$ cat src/rtl/rc4_pkg.sv
// Shared definitions for the RC4 pipeline S RAM access path.
//   arb_state_t  - arbiter FSM states
//   REQ_*        - requester slot assignments on the arbiter request vector
package rc4_pkg;

    typedef enum logic [1:0] {
        IDLE    = 2'd0,
        GRANTED = 2'd1,
        RELEASE = 2'd2
    } arb_state_t;

    localparam int REQ_INIT    = 0;
    localparam int REQ_SHUFFLE = 1;
    localparam int REQ_DECRYPT = 2;

endpackage

$ cat src/rtl/s_ram_arbiter_picker.sv
// Round-robin picker: purely combinational search for the first asserted
// request starting at the priority pointer and wrapping modulo the
// requester count.
//   req     in   per-requester request levels
//   pointer in   index of the highest-priority requester
//   winner  out  one-hot winning requester (zero when nothing requested)
//   valid   out  high when any request is present
module round_robin_picker #(
    parameter int num_requesters = 3,
    parameter int ptr_width      = $clog2(num_requesters)
) (
    input  logic [num_requesters-1:0] req,
    input  logic [ptr_width-1:0]      pointer,
    output logic [num_requesters-1:0] winner,
    output logic                      valid
);

    always_comb begin
        int                   idx;
        logic [ptr_width-1:0] sel;
        winner = '0;
        valid  = 1'b0;
        idx    = 0;
        sel    = '0;
        for (int i = 0; i < num_requesters; i++) begin
            idx = int'(pointer) + i;
            if (idx >= num_requesters) begin
                idx = idx - num_requesters;
            end
            sel = ptr_width'(idx);
            if (!valid && req[sel]) begin
                winner[sel] = 1'b1;
                valid       = 1'b1;
            end
        end
    end

endmodule

$ cat src/rtl/s_ram_arbiter.sv
// S RAM arbiter: shares the single-port RC4 state array between the init,
// shuffle and decrypt FSMs. Round-robin grant, held until the owner drops
// its request, followed by one dead cycle before the next owner.
//   clk        in   system clock
//   rst_n      in   asynchronous active-low reset
//   req        in   per-requester request levels
//   req_wren   in   per-requester write enables
//   req_addr   in   packed addresses, requester k at [k*aw +: aw]
//   req_data   in   packed write data, requester k at [k*dw +: dw]
//   grant      out  registered one-hot (or zero) grant
//   s_ram_addr out  RAM address from the granted requester, else 0
//   s_ram_data out  RAM write data from the granted requester, else 0
//   s_ram_wren out  RAM write enable, only from the granted requester
//   busy       out  any grant held
import rc4_pkg::*;

module s_ram_arbiter #(
    parameter int num_requesters   = 3,
    parameter int data_width       = 8,
    parameter int s_ram_addr_width = 8
) (
    input  logic                                   clk,
    input  logic                                   rst_n,
    input  logic [num_requesters-1:0]              req,
    input  logic [num_requesters-1:0]              req_wren,
    input  logic [num_requesters*s_ram_addr_width-1:0] req_addr,
    input  logic [num_requesters*data_width-1:0]   req_data,
    output logic [num_requesters-1:0]              grant,
    output logic [s_ram_addr_width-1:0]            s_ram_addr,
    output logic [data_width-1:0]                  s_ram_data,
    output logic                                   s_ram_wren,
    output logic                                   busy
);

    localparam int ptr_width = $clog2(num_requesters);
    typedef logic [ptr_width-1:0] ptr_t;

    arb_state_t                state;
    arb_state_t                state_next;
    logic [num_requesters-1:0] grant_next;
    ptr_t                      pointer;
    ptr_t                      pointer_next;
    ptr_t                      owner;
    ptr_t                      owner_next;
    logic [num_requesters-1:0] winner;
    logic                      winner_valid;
    ptr_t                      winner_idx;

    round_robin_picker #(
        .num_requesters (num_requesters),
        .ptr_width      (ptr_width)
    ) u_picker (
        .req     (req),
        .pointer (pointer),
        .winner  (winner),
        .valid   (winner_valid)
    );

    always_comb begin
        winner_idx = '0;
        for (int k = 0; k < num_requesters; k++) begin
            if (winner[k]) begin
                winner_idx = ptr_t'(k);
            end
        end
    end

    always_ff @(posedge clk or negedge rst_n) begin
        if (!rst_n) begin
            state   <= IDLE;
            grant   <= '0;
            pointer <= '0;
            owner   <= '0;
        end else begin
            state   <= state_next;
            grant   <= grant_next;
            pointer <= pointer_next;
            owner   <= owner_next;
        end
    end

    // RELEASE is the dead cycle; the arbitration that IDLE would perform
    // happens on the edge leaving RELEASE so consecutive grants are
    // separated by exactly one all-zero cycle.
    always_comb begin
        state_next   = state;
        grant_next   = grant;
        pointer_next = pointer;
        owner_next   = owner;
        case (state)
            IDLE: begin
                if (winner_valid) begin
                    grant_next = winner;
                    owner_next = winner_idx;
                    state_next = GRANTED;
                end
            end
            GRANTED: begin
                if ((grant & req) == '0) begin
                    grant_next   = '0;
                    pointer_next = (owner == ptr_t'(num_requesters - 1)) ?
                                   '0 : ptr_t'(owner + 1'b1);
                    state_next   = RELEASE;
                end
            end
            RELEASE: begin
                grant_next = '0;
                if (winner_valid) begin
                    grant_next = winner;
                    owner_next = winner_idx;
                    state_next = GRANTED;
                end else begin
                    state_next = IDLE;
                end
            end
            default: begin
                grant_next = '0;
                state_next = IDLE;
            end
        endcase
    end

    // One-hot grant makes the AND-OR mux equivalent to a select and
    // naturally yields zero when nothing is granted.
    always_comb begin
        s_ram_addr = '0;
        s_ram_data = '0;
        for (int k = 0; k < num_requesters; k++) begin
            if (grant[k]) begin
                s_ram_addr = s_ram_addr | req_addr[k*s_ram_addr_width +: s_ram_addr_width];
                s_ram_data = s_ram_data | req_data[k*data_width +: data_width];
            end
        end
        s_ram_wren = |(grant & req_wren);
        busy       = |grant;
    end

endmodule

$ cat config.mk
export PLATFORM = sky130hd
export DESIGN_NAME = s_ram_arbiter
export DESIGN_NICKNAME = d
export VERILOG_FILES = /design/src/rtl/rc4_pkg.sv /design/src/rtl/s_ram_arbiter_picker.sv /design/src/rtl/s_ram_arbiter.sv
export SDC_FILE = /design/constraint.sdc
export NUM_CORES = 1
export LEC_CHECK = 0
export ABC_AREA = 1
export BUFFER_PORTS_ARGS = -buffer_cell sky130_fd_sc_hd__buf_2
export CAP_MARGIN = 20
export CORE_MARGIN = 2
export CORE_UTILIZATION = 42
export DETAILED_ROUTE_END_ITERATION = 16
export GPL_TIMING_DRIVEN = 0
export MAX_ROUTING_LAYER = met4
export PLACE_DENSITY = 0.85
export SKIP_LAST_GASP = 1
export SYNTH_ARGS = -nofsm -noshare
export SYNTH_HDL_FRONTEND = slang
export SYNTH_SLANG_ARGS = --single-unit
export TNS_END_PERCENT = 20
$ cat constraint.sdc
create_clock -name clk -period 2.65 [get_ports clk]
set_input_delay 0.53 -clock clk [delete_from_list [all_inputs] [get_ports clk]]
set_output_delay 0.53 -clock clk [all_outputs]
set_load 0.1 [all_outputs]
==> run_results.csv, run 1 <==
group,metric,value,unit
setup_path,timing.critical_path.arrival,1.89,ns
grt,maximum_number_of_pins_on_one_net_before_global_route_repair,11,
routing,detail_route.first_pass.iterations,4,
cts,cts_setup_buffers,0,
sta,finalSetupViolations,0,
sta,setup_ws,0.234,ns
routing,routed_via_density,4.76,
setup_path,critical_path.startpoint_type,"flip-flop",
cts,post_cts_resize_count,0,
synth,number_of_standard_cells_after_synthesis,169,
synth,ys.warnings.count,0,
placed_design,i_o_buffers,76,
cts,clock-sinks,9,
placed_design,preCtsSetupSlack,0.519,ns
synth,ys_types,20,
setup_path,regToRegStartpoint,"pointer[0]",
die,chipWidth,52.3,um
routing,drt-wirelength-per-cell,10.4,um
final_layout,finish.instance_area,0.00143,mm2
cts,tritoncts,"yes",
final_layout,area_delta_synth_final,46.2,%
final_layout,num_antenna_cells,0,
routing,dr_total_vias,1319,
routing,postRouteWirelength,2880,um
setup_path,crit_fanout,10,
die,core_area,0.00221,mm2
placed_design,routabilityCongestion,0.792,
synth,postSynthAreaPerCell,5.79,um2
placed_design,detailed_place.area,0.00140,mm2
final_layout,fillers,229,
setup_path,startpoint_to_endpoint_class_of_the_critical_path,"reg2out",
grt,antenna_found_initial,0,
sta,timing.max_slew.rel_slack,66.9,%
sta,timing_worst_slew_pin_value,0.500,ns
sta,final.min_clock_period,2.42,ns
hold_path,min_path_type,"in2async",
placed_design,hpwlAfterDp,2350,um
grt,grt_use_met1,23.9,%
sta,worst_clock_skew,0.00613,ns
setup_path,worst_setup_path_end_kind,"output port",
synth,synthesis.nets,229,
grt,gr-max-usage-layer,"met2",
grt,groute.layer.met3.usage,6.57,%
final_layout,drive_above_1_share,39.8,%
cts,post_cts_hold_buffers,0,
cts,ctsHtreeMaxLevel,1,
sta,max_clock_freq,414,MHz
grt,global_route.usage.met2,40.5,%
routing,drc,0,
routing,drtAntennaViolNets,0,
grt,grt_pass1_vias,1128,
die,site_row_count,17,
run_status,status,"finished, final reports clean",
setup_path,critPathLaunch,"grant[1]",
cts,cts.clk_slew.worst_paths,0.06,ns
sta,fin_crit_sh,91.2,%
die,dieHeight,52.3,um
synth,mappedNetlistArea,978,um2
flow_run,timing.max_cap.violations,0,
die,ios,77,
sta,maxSlewViolCount,0,
synth,ys_seq_area_share,23.0,%
setup_path,cp_data_required_time,2.12,ns
routing,initialDrtViolationCount,20,
grt,global_route_wire_length_before_repair,4490,um
sta,rsz_0062_raised_after_global_routing,"no",
final_layout,finish.net_count,310,
cts,numCtsBuffers,3,
sta,timing.final.hold_violations,0,
cts,insertion_delay_to_the_later_sink_of_the_worst_skew_pair,0.26,ns
synth,synth-seq-cells,9,
grt,grt-ovfl-total,0,
cts,buffers_from_clock_root_to_sink_at_most,2,
die,die_area,0.00273,mm2
grt,grt.total_usage,21.7,%
die,initial_utilization,44.2,%
cts,root_buffer,"sky130_fd_sc_hd__clkbuf_4",
-- metal layers --
| metal | routed length (um) | vias up |
|---|---|---|
| met5 | 0 | - |
| met2 | 1460 | 57 |
| met3 | 310 | 2 |
| met4 | 9 | 0 |
| met1 | 1090 | 573 |
| li1 | - | 687 |
-- area by class of cell --
class	count	area [um2]	share of cell area (%)
buffer	6	26.3	1.84
inverter	19	71.3	4.99
timing repair buffer	76	380	26.6
sequential	9	225	15.7
multi-input combinational	135	666	46.5
tap	28	35.0	2.45
clock buffer	4	26.3	1.84
-- flip-flops by register name, indices dropped and copies added, names as in the netlist --
signal   flops
pointer      2
owner        2
state        2
grant        3
-- path summary, 6_finish.rpt --
kind,to,slack (ns),cells after the start
hold / removal,grant[2],0.11,1
setup reg to reg,owner[0],0.93,10
max in group asynchronous,owner[1],2.36,1
setup / recovery,s_ram_addr[1],0.23,5
min in group clk,pointer[1],0.49,1
hold reg to reg,pointer[1],0.49,1
-- worst max-delay path: stages (launching register included) --
cell and delay [ns]:
sky130_fd_sc_hd__dfrtp_1 0.36, sky130_fd_sc_hd__buf_2 0.21, sky130_fd_sc_hd__buf_1 0.41, sky130_fd_sc_hd__nand2_1 0.13
sky130_fd_sc_hd__nand3_2 0.09, sky130_fd_sc_hd__buf_2 0.42
-- cells in the final DEF, fill, tap and decap left out --
cell                       instances
sky130_fd_sc_hd__inv_2             4
sky130_fd_sc_hd__nor2_1            6
sky130_fd_sc_hd__o21ai_2           3
sky130_fd_sc_hd__o21ai_0           1
sky130_fd_sc_hd__nand3_4           1
sky130_fd_sc_hd__inv_1            15
sky130_fd_sc_hd__nand4_1           2
sky130_fd_sc_hd__nand2_2           4
sky130_fd_sc_hd__ha_1              4
sky130_fd_sc_hd__clkbuf_1          3
sky130_fd_sc_hd__buf_2            79
sky130_fd_sc_hd__clkbuf_4          3
sky130_fd_sc_hd__nand3_2           2
sky130_fd_sc_hd__o21ai_1           1
sky130_fd_sc_hd__nand3b_4          1
sky130_fd_sc_hd__dfrtp_1           9
sky130_fd_sc_hd__nand2_1          81
sky130_fd_sc_hd__nand2_4           1
sky130_fd_sc_hd__nor2_2            1
sky130_fd_sc_hd__nand3_1          25
sky130_fd_sc_hd__buf_1             1
sky130_fd_sc_hd__o31ai_1           2
-- cell families (layout without fill, tap and decap cells) --
logic type / Yosys count / count (layout) / share of synthesized area [%]
and+or+nand+nor: 124 / 124 / 56.6
buffers and inverters: 25 / 105 / 9.97
DFF: 9 / 9 / 23.0
AOI/OAI and AO/OA: 7 / 7 / 5.24
adders and majority gates: 4 / 4 / 5.12
-- per-stage QoR --
stage,cells,hold WS [ns],util [%],setup TNS (ns)
3_5_place_dp,273,0.385,63.5,0
4_1_cts,277,0.108,64.6,0
5_1_grt,277,0.118,64.6,0
6_report,277,0.109,64.6,0
3_3_place_gp,273,0.383,63.5,0
2_1_floorplan,169,0.234,-,-1.73
-- cell usage after synthesis --
master / count / area (um2)
sky130_fd_sc_hd__buf_2: 3 / 15.0
sky130_fd_sc_hd__ha_1: 4 / 50.1
sky130_fd_sc_hd__nor2_2: 1 / 6.26
sky130_fd_sc_hd__buf_1: 1 / 3.75
sky130_fd_sc_hd__inv_2: 4 / 15.0
sky130_fd_sc_hd__nand2_4: 1 / 11.3
sky130_fd_sc_hd__o21ai_1: 1 / 5.00
sky130_fd_sc_hd__nand3_1: 27 / 135
sky130_fd_sc_hd__dfrtp_1: 9 / 225
sky130_fd_sc_hd__nand4_1: 2 / 12.5
sky130_fd_sc_hd__o21ai_2: 3 / 26.3
sky130_fd_sc_hd__nand3_4: 1 / 17.5
sky130_fd_sc_hd__o21ai_0: 1 / 5.00
sky130_fd_sc_hd__clkbuf_1: 2 / 7.51
sky130_fd_sc_hd__inv_1: 15 / 56.3
sky130_fd_sc_hd__nor2_1: 6 / 22.5
sky130_fd_sc_hd__nand2_2: 4 / 25.0
sky130_fd_sc_hd__nand3b_4: 1 / 20.0
sky130_fd_sc_hd__o31ai_1: 2 / 15.0
sky130_fd_sc_hd__nand2_1: 81 / 304
Power of run 1 is not shown: default switching activity piles up to over one toggle a cycle in this logic, so the estimate is an artifact.
==> run 2: changes to the inputs <==
Settings changed: CORE_ASPECT_RATIO from default to 1.1.
==> run 2 against run 1 <==
Effect of this change:
- register-to-register slack hardly changed
- final cell count is 0.72% higher
- routed wire length is 3.1% lower
- sequential share of layout area hardly changed
- worst hold slack worse by 0.0047 ns
- worst setup slack better by 0.021 ns
- clock-buffer cell count stayed put
- critical path depth stayed put
- core utilization is 0.40 points lower
- final area is 0.17% higher
==> run_results.csv, run 2 (synthesized netlist as in run 1, its figures left out) <==
group,metric,value,unit
setup_path,critical_path.startpoint_type,"flip-flop",
cts,clock-sinks,9,
routing,drt-wirelength-per-cell,9.99,um
grt,grt_pass1_vias,1032,
sta,finalSetupViolations,0,
sta,timing.max_slew.rel_slack,66.1,%
sta,fin_crit_sh,90.4,%
sta,timing_worst_slew_pin_value,0.511,ns
cts,cts_setup_buffers,0,
routing,routed_via_density,4.65,
sta,rsz_0062_raised_after_global_routing,"no",
final_layout,finish.instance_area,0.00143,mm2
sta,timing.hold.ws,0.105,ns
flow_run,timing.max_cap.violations,0,
cts,tritoncts,"yes",
routing,postRouteWirelength,2790,um
sta,maxSlewViolCount,0,
grt,global_route_wire_length_before_repair,4330,um
cts,ctsHtreeMaxLevel,1,
grt,grt-ovfl-total,0,
grt,grt.total_usage,20.9,%
routing,dr_total_vias,1296,
routing,routed_length_on_met3,206,um
routing,highest-signal-layer,"met4",
setup_path,startpoint_to_endpoint_class_of_the_critical_path,"reg2out",
routing,drtAntennaViolNets,0,
final_layout,commonest_non_fill_non_tap_cell_in_the_layout,"sky130_fd_sc_hd__nand2_1",
cts,insertion_delay_to_the_later_sink_of_the_worst_skew_pair,0.26,ns
routing,wl_met1,1200,um
placed_design,detailed_place.area,0.00141,mm2
sta,max_clock_freq,418,MHz
setup_path,cp_data_required_time,2.12,ns
cts,post_cts_hold_buffers,0,
routing,drc,0,
cts,cts.clk_slew.worst_paths,0.06,ns
sta,timing.final.hold_violations,0,
final_layout,final-seq-area,225,um2
final_layout,layout.cells.most_common_list,"sky130_fd_sc_hd__nand2_1 (81), sky130_fd_sc_hd__buf_2 (79), sky130_fd_sc_hd__nand3_1 (25)",
final_layout,fillers,228,
setup_path,crit_fanout,10,
final_layout,multi_input_comb_area,666,um2
setup_path,timing.critical_path.arrival,1.86,ns
final_layout,finish.net_count,310,
final_layout,largest_register_ff_count,3,
die,die_area,0.00273,mm2
cts,post_cts_resize_count,0,
cts,root_buffer,"sky130_fd_sc_hd__clkbuf_4",
grt,antenna_found_initial,0,
sta,finalSetupTns,0,ns
hold_path,min_path_type,"in2async",
final_layout,area_delta_synth_final,46.4,%
cts,buffers_from_clock_root_to_sink_at_most,2,
final_layout,num_antenna_cells,0,
placed_design,routabilityCongestion,0.798,
sta,setup_ws,0.255,ns
placed_design,hpwlAfterDp,2330,um
grt,maximum_number_of_pins_on_one_net_before_global_route_repair,11,
die,site_row_count,18,
setup_path,worst_setup_path_end_kind,"output port",
die,ios,77,
die,core_area,0.00223,mm2
final_layout,drive_above_1_share,39.8,%
cts,numCtsBuffers,3,
routing,detail_route.first_pass.iterations,4,
sta,final.min_clock_period,2.39,ns
routing,initialDrtViolationCount,18,
setup_path,r2r_setup_slack,0.94,ns
routing,met2WireLength,1370,um
die,initial_utilization,43.9,%
placed_design,preCtsSetupSlack,0.542,ns
placed_design,i_o_buffers,76,
run_status,status,"finished, final reports clean",
die,chipWidth,50.0,um
final_layout,max_flop_register,"grant",
sta,worst_clock_skew,0.00795,ns
die,dieHeight,54.6,um
-- run 2: worst max-delay path, stage by stage (launching register included) --
cell,delay [ns]
sky130_fd_sc_hd__dfrtp_1,0.37
sky130_fd_sc_hd__buf_2,0.22
sky130_fd_sc_hd__clkbuf_1,0.38
sky130_fd_sc_hd__nand2_1,0.12
sky130_fd_sc_hd__nand3_2,0.09
sky130_fd_sc_hd__buf_2,0.42
-- run 2: area by class of cell --
class	instances	area share [%]
inverter	19	4.98
sequential	9	15.7
clock buffer	4	1.83
buffer	6	1.83
multi-input combinational	135	46.5
tap	30	2.62
timing repair buffer	76	26.6
-- run 2: worst paths after layout --
path                             from       endpoint  cells past startpoint
min in group clk             owner[1]     pointer[1]                      1
min                             rst_n       grant[2]                      1
min reg2reg                  owner[1]     pointer[1]                      1
max                          grant[2]  s_ram_addr[1]                      5
max reg2reg                pointer[0]       owner[0]                     10
max in group asynchronous       rst_n       owner[1]                      1
-- run 2: layer usage --
metal  up-vias  GRT usage [%]
met5         -              -
met1       559           25.5
met2        48           35.3
li1        687              -
met3         2           5.74
met4         0           3.24
-- run 2: stage by stage --
stage                     instances  util [%]
final                           279      64.3
after global routing            279      64.3
after CTS                       279      64.3
after detailed placement        275      63.1
after global placement          275      63.1
after floorplan                 169         -
Power of run 2 is left out for the same reason.
==> run 3: changes to the inputs <==
==> constraint.sdc (replaced) <==
create_clock -name clk -period 2.65 [get_ports clk]
set_input_delay 0.265 -clock clk [delete_from_list [all_inputs] [get_ports clk]]
set_output_delay 0.265 -clock clk [all_outputs]
set_load 0.1 [all_outputs]
==> run 3 against run 2 <==
Effect of this change:
- global-route usage decreased by 0.94 points
- via count increased by 1.2%
- clock skew decreased by 0.00075 ns
- worst hold slack improved by 0.27 ns
- clock-buffer cell count unchanged
- maximum frequency increased by 14%
==> run_results.csv, run 3 (synthesized netlist as in run 1, its figures left out) <==
group,metric,value,unit
final_layout,area_delta_synth_final,46.4,%
sta,timing.max_slew.rel_slack,67.2,%
run_status,status,"finished, final reports clean",
sta,max_clock_freq,477,MHz
grt,antenna_found_initial,0,
sta,finalSetupViolations,0,
routing,drt-wirelength-per-cell,9.77,um
cts,buffers_from_clock_root_to_sink_at_most,2,
die,die_area,0.00273,mm2
die,core_area,0.00223,mm2
setup_path,critical_path.startpoint_type,"flip-flop",
cts,cts.clk_slew.worst_paths,0.06,ns
die,ios,77,
routing,postRouteWirelength,2740,um
grt,maximum_number_of_pins_on_one_net_before_global_route_repair,11,
sta,final.min_clock_period,2.10,ns
grt,grt.total_usage,19.9,%
routing,drc,0,
setup_path,regToRegStartpoint,"pointer[0]",
placed_design,routabilityCongestion,0.842,
routing,routed_via_density,4.68,
final_layout,num_antenna_cells,0,
die,site_row_count,18,
sta,timing_worst_slew_pin_value,0.495,ns
final_layout,fillers,221,
flow_run,timing.max_cap.violations,0,
placed_design,hpwlAfterDp,2300,um
cts,post_cts_hold_buffers,1,
cts,ctsHtreeMaxLevel,1,
sta,maxSlewViolCount,0,
sta,worst_clock_skew,0.00721,ns
final_layout,drive_above_1_share,38.8,%
final_layout,max_flop_register,"grant",
final_layout,layout.cells.most_common_list,"sky130_fd_sc_hd__nand2_1 (81), sky130_fd_sc_hd__buf_2 (79), sky130_fd_sc_hd__nand3_1 (27)",
cts,clock-sinks,9,
cts,numCtsBuffers,3,
sta,finalSetupTns,0,ns
grt,global_route_wire_length_before_repair,4210,um
setup_path,r2r_end,"owner[1]",
sta,fin_crit_sh,79.1,%
setup_path,r2r_cells,10,
grt,grt_pass1_vias,1007,
routing,drtAntennaViolNets,0,
placed_design,dp_cells,275,
routing,initialDrtViolationCount,37,
placed_design,i_o_buffers,76,
final_layout,finish.net_count,311,
cts,tritoncts,"yes",
sta,timing.final.hold_violations,0,
routing,dr_total_vias,1311,
setup_path,r2r_setup_slack,0.95,ns
routing,detail_route.first_pass.iterations,4,
setup_path,cp_data_required_time,2.38,ns
final_layout,commonest_non_fill_non_tap_cell_in_the_layout,"sky130_fd_sc_hd__nand2_1",
setup_path,timing.critical_path.arrival,1.83,ns
sta,rsz_0062_raised_after_global_routing,"no",
cts,post_cts_resize_count,0,
setup_path,crit_fanout,10,
die,chipWidth,50.0,um
final_layout,largest_register_ff_count,3,
setup_path,startpoint_to_endpoint_class_of_the_critical_path,"reg2out",
cts,cts_setup_buffers,0,
cts,insertion_delay_to_the_later_sink_of_the_worst_skew_pair,0.26,ns
final_layout,fin_cells,280,
die,dieHeight,54.6,um
cts,root_buffer,"sky130_fd_sc_hd__clkbuf_4",
hold_path,min_path_type,"in2async",
setup_path,worst_setup_path_end_kind,"output port",
grt,grt-ovfl-total,0,
die,initial_utilization,43.9,%
[run 3: cell types whose count changed in the layout (fill, tap and decap cells not counted)]
cell / delta
sky130_fd_sc_hd__nand3_1: +2
sky130_fd_sc_hd__nand3_2: -2
sky130_fd_sc_hd__dlygate4sd3_1: +1
[run 3: cell type report]
type | instances | area [um2] | area share (%)
clock buffer | 4 | 26.3 | 1.83
buffer | 6 | 26.3 | 1.83
timing repair buffer | 77 | 390 | 27.2
inverter | 19 | 71.3 | 4.98
tap | 30 | 37.5 | 2.62
multi-input combinational | 135 | 656 | 45.8
sequential | 9 | 225 | 15.7
[run 3: worst max-delay path, stage by stage (launching register included)]
cell                       delay, ns
sky130_fd_sc_hd__dfrtp_1        0.37
sky130_fd_sc_hd__buf_2          0.21
sky130_fd_sc_hd__clkbuf_1       0.38
sky130_fd_sc_hd__nand2_1        0.10
sky130_fd_sc_hd__nand3_1        0.09
sky130_fd_sc_hd__buf_2          0.42
[run 3: through the flow]
stage / setup slack (ns) / utilization [%] / hold slack (ns) / cell area, um2
floorplan: 0.0488 / - / -0.0306 / 978
global placement: 0.798 / 62.6 / 0.119 / 1400
detailed placement: 0.816 / 62.6 / 0.120 / 1400
CTS: 0.529 / 64.3 / 0.375 / 1430
global route: 0.377 / 64.3 / 0.400 / 1430
finish: 0.555 / 64.3 / 0.375 / 1430
[run 3: worst max path at each step]
stage / start / to / slack (ns) / cells past startpoint
global placement: grant[2] / s_ram_addr[0] / 0.80 / 5
finish: grant[2] / s_ram_addr[0] / 0.55 / 5
CTS: grant[2] / s_ram_addr[0] / 0.53 / 5
global route: grant[2] / s_ram_addr[2] / 0.38 / 5
detailed placement: grant[2] / s_ram_addr[0] / 0.82 / 5
floorplan: grant[1] / s_ram_addr[0] / 0.05 / 4
[run 3: layer usage]
| layer | track usage, % | vias to the layer above | part of all wire (%) |
|---|---|---|---|
| met2 | 34.2 | 58 | 51 |
| met5 | - | - | 0 |
| li1 | - | 691 | - |
| met4 | 0 | 0 | 0 |
| met3 | 5.46 | 0 | 7.9 |
| met1 | 25.1 | 562 | 41 |
Power of run 3 is left out for the same reason.
